## src/rtl/writeback_arbiter_if.sv

```systemverilog
// writeback_arbiter_if: ALU/long-path writeback requests and register-file write port bundle
interface writeback_arbiter_if;
  logic        AluValid;
  logic [4:0]  AluReg;
  logic [31:0] AluData;
  logic        LongValid;
  logic        LongReady;
  logic [4:0]  LongReg;
  logic [31:0] LongData;
  logic [4:0]  WriteReg1;
  logic [31:0] WriteData1;
  logic        Write1;
  logic        Stall;
  logic [31:0] PendingMask;
  modport master (
    output AluValid, AluReg, AluData, LongValid, LongReg, LongData,
    input  LongReady, WriteReg1, WriteData1, Write1, Stall, PendingMask
  );
  modport slave (
    input  AluValid, AluReg, AluData, LongValid, LongReg, LongData,
    output LongReady, WriteReg1, WriteData1, Write1, Stall, PendingMask
  );
endinterface

```

## src/rtl/writeback_arbiter.sv

```systemverilog
// writeback_arbiter: merges ALU and long-latency writebacks onto one register-file write port; WB_TRACE_EN enables a commit trace
module writeback_arbiter #(
  parameter int DEPTH        = 4,
  parameter int STARVE_LIMIT = 3
) (
  input logic                CLK,
  input logic                RESET,
  writeback_arbiter_if.slave bus
);
  localparam int AW = $clog2(DEPTH);
  localparam logic [AW:0] FULL = DEPTH[AW:0];
  localparam logic [3:0] LIMIT = STARVE_LIMIT[3:0];
  logic [4:0]       fifo_reg  [DEPTH];
  logic [31:0]      fifo_data [DEPTH];
  logic [DEPTH-1:0] fifo_vld;
  logic [DEPTH-1:0] push_sel;
  logic [DEPTH-1:0] pop_sel;
  logic [AW-1:0]    rd_ptr;
  logic [AW-1:0]    wr_ptr;
  logic [AW:0]      count;
  logic [3:0]       starve;
  logic [3:0]       starve_nxt;
  logic             stall;
  logic             empty;
  logic             alu_win;
  logic             push;
  logic             pop;
  logic [4:0]       head_reg;
  logic [31:0]      head_data;
  logic [4:0]       write_reg;
  logic [31:0]      write_data;
  logic             write1;
  logic [31:0]      pending;

  assign empty         = count == '0;
  assign bus.LongReady = count != FULL;
  assign alu_win       = !stall && bus.AluValid;
  assign pop           = !alu_win && !empty;
  assign push          = bus.LongValid && bus.LongReady && bus.LongReg != 5'd0;
  assign head_reg      = fifo_reg[rd_ptr];
  assign head_data     = fifo_data[rd_ptr];
  assign push_sel      = push ? {{(DEPTH-1){1'b0}}, 1'b1} << wr_ptr : '0;
  assign pop_sel       = pop ? {{(DEPTH-1){1'b0}}, 1'b1} << rd_ptr : '0;
  assign starve_nxt    = (empty || pop) ? 4'd0 : starve + 4'd1;

  assign bus.WriteReg1   = write_reg;
  assign bus.WriteData1  = write_data;
  assign bus.Write1      = write1;
  assign bus.Stall       = stall;
  assign bus.PendingMask = pending;

  // capture pushed payload; entry validity is tracked separately so storage needs no reset
  always_ff @(posedge CLK)
    if (push) begin
      fifo_reg[wr_ptr]  <= bus.LongReg;
      fifo_data[wr_ptr] <= bus.LongData;
    end

  // circular pointers, occupancy and per-entry valid bits
  always_ff @(posedge CLK or negedge RESET)
    if (!RESET) begin
      rd_ptr   <= '0;
      wr_ptr   <= '0;
      count    <= '0;
      fifo_vld <= '0;
    end else begin
      if (push) wr_ptr <= wr_ptr + 1'b1;
      if (pop) rd_ptr <= rd_ptr + 1'b1;
      count    <= count + {{AW{1'b0}}, push} - {{AW{1'b0}}, pop};
      fifo_vld <= (fifo_vld & ~pop_sel) | push_sel;
    end

  // register the arbitration winner and run the starvation guard that forces a drain cycle
  always_ff @(posedge CLK or negedge RESET)
    if (!RESET) begin
      write1     <= 1'b0;
      write_reg  <= '0;
      write_data <= '0;
      stall      <= 1'b0;
      starve     <= '0;
    end else begin
      write1 <= alu_win ? bus.AluReg != 5'd0 : pop && head_reg != 5'd0;
      if (alu_win || pop) begin
        write_reg  <= alu_win ? bus.AluReg : head_reg;
        write_data <= alu_win ? bus.AluData : head_data;
      end
      starve <= starve_nxt;
      stall  <= starve_nxt == LIMIT;
    end

  // flag every register with a queued result so the hazard unit can hold dependent issue
  always_comb begin
    pending = '0;
    for (int i = 0; i < DEPTH; i++)
      if (fifo_vld[i]) pending[fifo_reg[i]] = 1'b1;
    pending[0] = 1'b0;
  end

`ifdef WB_TRACE_EN
  // commit trace plus a sanity check on the push handshake
  always_ff @(posedge CLK)
    if (RESET) begin
      if (alu_win && bus.AluReg != 5'd0)
        $display("WB:%s Reg[%d]=%x", "ALU", bus.AluReg, bus.AluData);
      else if (pop && head_reg != 5'd0)
        $display("WB:%s Reg[%d]=%x", "LNG", head_reg, head_data);
      if (bus.LongValid && bus.LongReady && count == FULL)
        $display("WB: error, push accepted while full");
    end
`else
`endif
endmodule

```

## src/flat_wrapper.sv

```systemverilog
// flat-port wrapper written by rule: the top's interface ports become plain ports
module writeback_arbiter_flat 
#(
  parameter int DEPTH        = 4,
  parameter int STARVE_LIMIT = 3
)
  (CLK, RESET, bus_AluValid, bus_AluReg, bus_AluData, bus_LongValid, bus_LongReg, bus_LongData, bus_LongReady, bus_WriteReg1, bus_WriteData1, bus_Write1, bus_Stall, bus_PendingMask);
  writeback_arbiter_if bus_i ();
  input logic CLK;
  input logic RESET;
  input wire logic [$bits(bus_i.AluValid)-1:0] bus_AluValid;
  input wire logic [$bits(bus_i.AluReg)-1:0] bus_AluReg;
  input wire logic [$bits(bus_i.AluData)-1:0] bus_AluData;
  input wire logic [$bits(bus_i.LongValid)-1:0] bus_LongValid;
  input wire logic [$bits(bus_i.LongReg)-1:0] bus_LongReg;
  input wire logic [$bits(bus_i.LongData)-1:0] bus_LongData;
  output wire logic [$bits(bus_i.LongReady)-1:0] bus_LongReady;
  output wire logic [$bits(bus_i.WriteReg1)-1:0] bus_WriteReg1;
  output wire logic [$bits(bus_i.WriteData1)-1:0] bus_WriteData1;
  output wire logic [$bits(bus_i.Write1)-1:0] bus_Write1;
  output wire logic [$bits(bus_i.Stall)-1:0] bus_Stall;
  output wire logic [$bits(bus_i.PendingMask)-1:0] bus_PendingMask;
  assign bus_i.AluValid = bus_AluValid;
  assign bus_i.AluReg = bus_AluReg;
  assign bus_i.AluData = bus_AluData;
  assign bus_i.LongValid = bus_LongValid;
  assign bus_i.LongReg = bus_LongReg;
  assign bus_i.LongData = bus_LongData;
  assign bus_LongReady = bus_i.LongReady;
  assign bus_WriteReg1 = bus_i.WriteReg1;
  assign bus_WriteData1 = bus_i.WriteData1;
  assign bus_Write1 = bus_i.Write1;
  assign bus_Stall = bus_i.Stall;
  assign bus_PendingMask = bus_i.PendingMask;
  writeback_arbiter #(.DEPTH(DEPTH), .STARVE_LIMIT(STARVE_LIMIT)) u_core (.CLK(CLK), .RESET(RESET), .bus(bus_i));
endmodule
```

## config.mk

```make
export PLATFORM = sky130hd
export DESIGN_NAME = writeback_arbiter_flat
export DESIGN_NICKNAME = d
export VERILOG_FILES = /design/src/rtl/writeback_arbiter_if.sv /design/src/rtl/writeback_arbiter.sv /design/src/flat_wrapper.sv
export SDC_FILE = /design/constraint.sdc
export NUM_CORES = 1
export LEC_CHECK = 0
export BUFFER_PORTS_ARGS = -buffer_cell sky130_fd_sc_hd__buf_2
export CORE_MARGIN = 1
export CORE_UTILIZATION = 40
export DETAILED_ROUTE_END_ITERATION = 8
export MAX_ROUTING_LAYER = met4
export PLACE_DENSITY_LB_ADDON = 0.15
export RECOVER_POWER = 100
export SLEW_MARGIN = 30
export SYNTH_ARGS = -nofsm -noshare
export SYNTH_HDL_FRONTEND = slang
export SYNTH_SLANG_ARGS = --single-unit
```

## constraint.sdc

```tcl
create_clock -name CLK -period 5.6 [get_ports CLK]
set_input_delay 0 -clock CLK [delete_from_list [all_inputs] [get_ports CLK]]
set_output_delay 0 -clock CLK [all_outputs]
set_load 0.005 [all_outputs]
```

# Yosys cells after proc, flatten, opt, wreduce, memory -nomap -nowiden
# Memories as Yosys holds them, arrays and structs flattened.
# Cells that the tools add are included.
# Widths: inputs -> output; s select.
# word_totals
out_inout_bits,72
elab_cells,72
input_bits,78
reg_bits,54
mem_bits_rw,148
memories,2
# classes
n_mux,20
addsub,5
magnitude_cmp,8
n_eq_ne,2
reduce_logical,18
shift,2
n_bitwise,6
# mem_list
name,depth,width,read_ports,rd_ports_with_merged_regs,wr,line_no,rtl
u_core.fifo_data,4,32,1,0,1,writeback_arbiter.sv:14,logic [31:0] fifo_data [DEPTH];
u_core.fifo_reg,4,5,5,0,1,writeback_arbiter.sv:13,logic [4:0] fifo_reg [DEPTH];
# ops
op,count
$mux 32,5
$or 32x32->32,3
$lt 5x6->1 const B,4
$demux 1 s5,4
$ge 5x1->1 const B,4
$reduce_bool 5->1,3
$mux 4,3
$logic_and 1x1->1,9
$shl 1x2->4 const A,2
$mux 1,7
$mux 5,1
$add 2x1->2 const B,2
$add 4x1->4 const B,1
$and 4x4->4,1
$eq 4x2->1 const B,1
$not 4->4,1
$or 4x4->4,1
$add 3x1->3,1
$logic_not 1->1,3
$logic_not 3->1,1
$ne 3x3->1 const B,1
$sub 3x1->3,1
$logic_or 1x1->1,2

# Longest topological paths before layout
# Gate-level depths: netlist of the first run.
# An unclocked memory read counts as a cell.
# logic_depth
depth_word,12
ltp_mapped,10
depth_no_buf,9

# Worst setup path after synthesis of the first run
# OpenSTA, ideal clock, no wires.
# synth_path
path_type,register -> register
start,reg u_core.count[1]
end,mem u_core.fifo_data[0][0] (enable)
t_required_ns,5.202
stages_incl_launch_ff,6
slack_ns,3.244
setup_time_ns,0.398
arrival_ns,1.958
synth_period_minus_slack_ns,2.356
n_path_buf,1
path_cell_list,dfrtp_1 nor2_1 nand2_1 o211a_1 clkbuf_1 and2_1
# synth_via
elab_chain_len,5
# synth_rtl
item,line_no,rtl
from (decl),writeback_arbiter.sv:20,logic [AW:0] count;
from (signal assigned),writeback_arbiter.sv:69,"count <= count + {{AW{1'b0}}, push} - {{AW{1'b0}}, pop};"
$ne 3x3->1,writeback_arbiter.sv:36,assign bus.LongReady = count != FULL;
net bus_LongReady,flat_wrapper.sv:17,output wire logic [$bits(bus_i.LongReady)-1:0] bus_LongReady;
$logic_and 1x1->1 (2 in a row),writeback_arbiter.sv:39,assign push = bus.LongValid && bus.LongReady && bus.LongReg != 5'd0;
net u_core.push,writeback_arbiter.sv:26,logic push;
$mux 1,writeback_arbiter.sv:54,if (push) begin
$mux 1 (implied by the code),writeback_arbiter.sv:56,fifo_data[wr_ptr] <= bus.LongData;
to (decl),writeback_arbiter.sv:14,
# The timed path passes the listed nets, and every way through them passes these cells.

# Final worst setup path of the first run
# layout_path
start,reg u_core.count[1]
end,mem u_core.fifo_reg[3][2] (enable)
# layout_via
elab_chain_len,5
# layout_rtl
item,line_no,rtl
$ne 3x3->1,writeback_arbiter.sv:36,
$logic_and 1x1->1 (2 in a row),writeback_arbiter.sv:39,
$mux 1,writeback_arbiter.sv:54,
$mux 1 (implied by the code),writeback_arbiter.sv:55,fifo_reg[wr_ptr] <= bus.LongReg;
to (decl),writeback_arbiter.sv:13,
# Every way passes these cells.

==> reports/results.txt, run 1 <==
fin worst setup slack: 1.89 ns
Die Height: 151 um
max_slew headroom: -1.18
mapped cell area: 8930 um2
P_leak: 4.24 nW
failing checks: capacitance limit, slew limit
Die Area: 22900 um2
Setup Slack @ Placement: 2.79 ns
CP Launch Type: flip-flop
largest family of logic cells by synthesized area: multiplexers
worst endpoint required time: 5.64 ns
DP Area: 9930 um2
Ys Warns: 0
main area contributors after synthesis: edfxtp_1 (50%), dfrtp_1 (15%), mux4_2 (9.1%), mux2i_1 (4.1%), nand2_1 (2.5%)
setup TNS: 0 ns
Hold Path Depth: 3
Row Count: 54
WL final: 22.2 mm
GRT met3 Usage: 0.0305
Synth Area in Compound Gates: 0.0807
fin crit period: 3.71 ns
Post-synth EDFFs: 148
detailed placement HPWL: 14.2 mm
CP cell instances: nor2_1 > nand2_1 > o211a_1 > and2_0
pin count of the biggest net entering global routing: 79
Crit Reg-Reg Endpoint: u_core.fifo_reg[3][2]
max_cap viols: 6
Yosys top cell by area: edfxtp_1
DR vias/cell: 5.42
Hold WS: 0.0772 ns
post-synth net total: 686
Fmax achieved: 270 MHz
Final Hold Viols: 0
Clock Tree Buf Depth: 3
GP Congestion: 0.884
most frequent cells after synthesis: edfxtp_1 (148), nand2_1 (59), dfrtp_1 (54)
CP Capture Type: flip-flop
Detail Route Antenna Nets: 0
Most Crowded Layer GR: met2
Total Power: 5.32 mW
filler instances: 1927
IR drop worst, VDD: 0.288 mV
first-pass GRT wire length: 34.1 mm
RSZ-0062 raised after global routing: false
predominant post-synthesis flop cell: edfxtp_1
clk slew on worst S/H paths: 0.06 ns
crit-path max FO: 37
vias in the first global route: 6152
clock sinks: 202
initial core utilization: 0.408
n_diodes: 0
P per Cell Area: 473 nW/um2
hold path start: bus_LongValid
synth unique cells: 45
TritonCTS clock tree: built
Worst-Margin Slew: 3.27 ns
CTS root buf: clkbuf_16
drt pass-1 iters: 5
share of cells above drive strength 1: 0.167
Synth Instances: 596
DRC: 0
synthesis-stage register bit count: 202
R2R setup slack: 1.89 ns
total track usage: 0.204
period utilisation layout: 0.662
Clk Latency, worst-skew pair: 0.51 ns
kind of critical path: flip-flop to flip-flop
initial antenna violation count: 0
Synth top area share: 0.497
Routed WL per cell: 20.0 um
final instance area: 11200 um2
most frequent cell after synthesis: edfxtp_1
CP peak stage delay: 2.26 ns
Final Max Slew Viols: 228
Worst Clk Skew: 0.0192 ns
Adder-Cell Fraction of Synth Area: 0.0176
xor and xnor area share after synthesis: 0.00588
mux cell area share after synthesis: 0.136
Final Setup Violations: 0
Clock H-tree levels: 1
die width: 151 um
CP arrival: 3.75 ns
Layout Nets: 905
total CTS buffers: 22
I/O pins: 150
max reg flops: 128
asr flop ratio synth: 0.267
reg2reg start: u_core.count[1]
status: finished, violations left
initial DRC count: 292
reg2reg path depth: 4
met2 Usage GRT: 0.340
area grow syn2layout: 25.8%
Mean Syn Cell Area: 15.0 um2
Hold Crit Endpoint: u_core.wr_ptr[0]
Crit-path slowest cell: and2_0
via count: 6020
PortBufs: 148
Seq/Total Area, Yosys: 0.649
post-synthesis simple-gate area fraction: 0.0895
met1 GRT Util: 0.260
worst hold-check path type: input pin to flip-flop
CORE AREA: 21900 um2
GRT Residual Overflow: 0
==> per-stage QoR <==
stage | utilization | instances
4_1_cts | 0.519 | 1111
6_report | 0.513 | 1111
3_3_place_gp | 0.453 | 996
3_5_place_dp | 0.454 | 996
5_1_grt | 0.513 | 1111
2_1_floorplan | - | 596
==> cell usage in the layout (no fill, tap or decap), types with 8 or more instances in the layout <==
master,instances
dlygate4sd3_1,75
nor3b_1,10
clkbuf_1,100
inv_1,10
clkbuf_16,22
o221ai_1,17
o22ai_1,8
nor2_1,23
o21ai_0,40
mux4_2,36
mux2i_1,37
buf_2,58
a21oi_1,9
ha_1,11
edfxtp_1,148
or3b_2,8
a22oi_1,12
nand2_1,59
dfrtp_1,53
nand3b_1,12
==> worst max path at each step <==
| stage | start | slack, ns | endpoint |
|---|---|---|---|
| floorplan | u_core.count[1] | 3.24 | u_core.fifo_data[0][0] |
| global placement | u_core.bus.Stall | 2.88 | u_core.count[2] |
| detailed placement | u_core.bus.Stall | 2.79 | u_core.count[2] |
| CTS | u_core.bus.Stall | 2.75 | u_core.count[2] |
| global route | RESET | 1.31 | u_core.rd_ptr[1] |
| finish | u_core.count[1] | 1.89 | u_core.fifo_reg[3][2] |
==> worst max-delay path: cells and delay by family, from the launching register on <==
kind             cells  cell delay [ns]
AO/OA/AOI/OAI        1             0.37
flip-flops           1             0.43
AND/OR/NAND/NOR      3             2.42
==> cell type report <==
| type | count | area, um2 | share of cell area |
|---|---|---|---|
| multi-input combinational | 352 | 2960 | 0.263 |
| sequential | 202 | 5800 | 0.516 |
| timing repair buffer | 227 | 1400 | 0.125 |
| clock buffer | 34 | 626 | 0.0557 |
| inverter | 10 | 37.5 | 0.00334 |
| clock inverter | 6 | 65.1 | 0.00579 |
| tap | 280 | 350 | 0.0312 |
==> layer usage <==
layer	wire length [um]	vias to the layer above	share of wire
met4	453	0	0.020
met5	0	-	0
met1	9660	3030	0.44
li1	-	2776	-
met2	11000	182	0.50
met3	1090	32	0.049
==> what timing repair did <==
item | CTS | global route
hold buffers | 75 | 0
setup buffers | 0 | 0
endpoints found under the hold margin | 240 | 0
resized for setup | 0 | 0
endpoints found under the setup margin | 0 | 0
==> cells by family (layout without fill, tap and decap cells) <==
logic type / after synthesis / after routing
AO/OA/AOI/OAI: 107 / 107
XOR/XNOR: 6 / 6
other: 1 / 1
multiplexers: 75 / 75
adder cells (fa/ha/maj): 12 / 12
AND/OR/NAND/NOR: 151 / 151
buffers and inverters: 42 / 277
flip-flops: 202 / 202
==> where the power goes <==
part	internal [mW]	switching (mW)	total [mW]
Clock	0.816	0.552	1.37
Combinational	0.744	0.838	1.58
Sequential	2.07	0.303	2.37
Total	3.63	1.69	5.32
Power figures use the tool's default switching activity.
==> inputs of run 2 (changes only) <==
Clock period 5.6 ns to 2.95 ns, I/O delays scaled along.
==> run 2 against run 1 <==
Compared with the run above: worst hold slack got worse by 0.00059 ns; critical endpoint is now u_core.fifo_reg[0][3]; final cell count is 0.45% higher; critical path depth did not move; the run still ends with capacitance limit, slew limit left; clock power increased by 93%; final area up 0.43%; largest cell class unchanged; setup slack worse by 1.3 ns; global-route usage is 0.055 points lower; first-iteration DRC count is 5.8% lower; sequential cell count unchanged.
==> reports/results.txt, run 2 (synthesized netlist as in run 1, its figures left out) <==
Die Area: 22900 um2 (unchanged)
max reg flops: 128 (unchanged)
reg2reg path depth: 4 (unchanged)
initial antenna violation count: 0 (unchanged)
clock share of power: 0.260 (+0.003)
P_leak: 4.27 nW (+0.64%)
Hold Path Depth: 3 (unchanged)
commonest non-fill, non-tap cell in the layout: edfxtp_1
CP arrival: 2.43 ns (-1.32 ns)
internal power: 6.88 mW (+90%)
CORE AREA: 21900 um2 (unchanged)
Final Setup Violations: 0 (unchanged)
switching power: 3.27 mW (+93%)
n_diodes: 0 (unchanged)
WL final: 22.3 mm (+0.49%)
Switching Share: 0.322 (+0.00341)
failing checks: capacitance limit, slew limit
Fmax achieved: 431 MHz (+60%)
Die Height: 151 um (unchanged)
clock sinks: 202 (unchanged)
first-pass GRT wire length: 34.4 mm (+0.66%)
Seq pwr share: 0.428 (-0.017)
initial DRC count: 275 (-5.8%)
Worst Setup SP: u_core.count[1]
Comb pwr share: 0.312 (+0.015)
filler instances: 1951 (+1.2%)
pin count of the biggest net entering global routing: 78 (-1.3%)
setup TNS: 0 ns (unchanged)
Most Crowded Layer GR: met2
Final Max Slew Viols: 34 (-85%)
status: finished, violations left
worst hold-check path type: input pin to flip-flop
max_slew headroom: -0.292 (+0.888)
max_cap viols: 1 (-5)
period utilisation layout: 0.786 (+0.124)
total CTS buffers: 22 (unchanged)
Detail Route Antenna Nets: 0 (unchanged)
Reg area: 5800 um2 (about the same)
setup repair bufs after CTS: 0 (unchanged)
Row Count: 54 (unchanged)
initial core utilization: 0.408 (unchanged)
vias in the first global route: 6208 (+0.91%)
die width: 151 um (unchanged)
I/O pins: 150 (unchanged)
most frequent cells in the layout: edfxtp_1 (148), clkbuf_1 (98), dlygate4sd3_1 (75)
Clock H-tree levels: 1 (unchanged)
share of cells above drive strength 1: 0.179 (+0.0122)
TritonCTS clock tree: built
Clk Latency, worst-skew pair: 0.50 ns (about the same)
drt pass-1 iters: 4 (-1)
final core utilization: 0.516 (+0.00223)
GRT met3 Usage: 0.0260 (-0.00449)
reg2reg start: u_core.count[1]
crit-path max FO: 37 (unchanged)
Crit Reg-Reg Endpoint: u_core.fifo_reg[0][3]
met1 GRT Util: 0.249 (-0.0112)
IR drop worst, VDD: 0.582 mV (+100%)
P per Cell Area: 899 nW/um2 (+90%)
post_cts resized: 0 (unchanged)
CTS root buf: clkbuf_16
GP Congestion: 0.884 (about the same)
fin crit period: 2.32 ns (-1.39 ns)
CP Launch Type: flip-flop
Final Hold Viols: 0 (unchanged)
DRC: 0 (unchanged)
Routed WL per cell: 20.0 um (about the same)
Worst Clk Skew: 0.0134 ns (-0.00582 ns)
multi-input logic area: 2970 um2 (+0.17%)
detailed placement HPWL: 15.0 mm (+5.1%)
clk slew on worst S/H paths: 0.06 ns (about the same)
RSZ-0062 raised after global routing: false
via count: 6034 (+0.23%)
kind of critical path: flip-flop to flip-flop
area grow syn2layout: 26.3%
total track usage: 0.204 (-0.000549)
CP Capture Type: flip-flop
Clock Tree Buf Depth: 3 (unchanged)
R2R setup slack: 0.63 ns (-1.26 ns)
Layout Nets: 910 (+0.55%)
worst endpoint required time: 3.06 ns (-2.58 ns)
final instance area: 11300 um2 (+0.43%)
GRT Residual Overflow: 0 (unchanged)
DP Area: 9970 um2 (+0.35%)
PortBufs: 148 (unchanged)
met2 Usage GRT: 0.359 (+0.0194)
worst setup path endpoint: u_core.fifo_reg[0][3]
DR vias/cell: 5.41 (-0.22%)
Worst-Margin Slew: 1.94 ns (-1.33 ns)
==> run 2: changes by cell type in the layout (fill, tap and decap cells not counted), sizes merged <==
cell      change
clkbuf        +1
clkinvlp      +2
clkinv        +1
inv           +1
==> run 2: cell type report <==
type                    instances  area share
repair buffers                232       0.127
flip-flops and latches        202       0.514
well taps                     280      0.0310
clock inverters                10     0.00842
multi-input cells             352       0.263
inverters                      10     0.00333
clock buffers                  30      0.0541
==> run 2: stage by stage <==
| step | std cells | setup slack, ns | power [mW] | hold slack (ns) |
|---|---|---|---|---|
| after detailed placement | 1001 | 0.758 | 7.61 | 0.132 |
| after global routing | 1116 | 0.361 | 10.7 | 0.0799 |
| final | 1116 | 0.632 | 10.1 | 0.0766 |
| after global placement | 1001 | 0.686 | 7.53 | 0.113 |
| after floorplan | 596 | 0.594 | 6.39 | -0.296 |
| after CTS | 1116 | 0.745 | 10.3 | 0.0707 |
==> run 2: power by group through the flow <==
| stage | Clock [mW] | Combinational, mW | Sequential (mW) |
|---|---|---|---|
| final | 2.64 | 3.16 | 4.34 |
| after detailed placement | 0 | 3.22 | 4.39 |
| after floorplan | 0 | 2.14 | 4.25 |
| after CTS | 2.70 | 3.32 | 4.33 |
| after global placement | 0 | 3.17 | 4.35 |
| after global routing | 2.80 | 3.50 | 4.43 |
==> run 2: worst max-delay path: stages, from the launching register on <==
cell     delay (ns)
dfrtp_1        0.45
nor2_1         0.09
nand2_1        0.09
o211a_1        0.36
and2_2         0.94
==> run 2: what timing repair did <==
action / CTS / global route
hold buffers: 75 / 0
endpoints found under the hold margin: 218 / 0
endpoints found under the setup margin: 0 / 0
==> run 2: how the worst min path moves through the flow <==
stage / from / endpoint / slack, ns
2_1_floorplan: RESET / u_core.bus.Stall / -0.30
3_3_place_gp: RESET / u_core.starve[2] / 0.11
3_5_place_dp: RESET / u_core.starve[3] / 0.13
4_1_cts: bus_LongValid / u_core.wr_ptr[0] / 0.07
5_1_grt: bus_LongValid / u_core.wr_ptr[0] / 0.08
6_report: bus_LongValid / u_core.wr_ptr[0] / 0.08
==> run 2: layer usage <==
metal	part of all wire	wire length, um
met1	0.42	9360
met2	0.51	11400
met3	0.052	1160
met4	0.016	361
met5	0	0
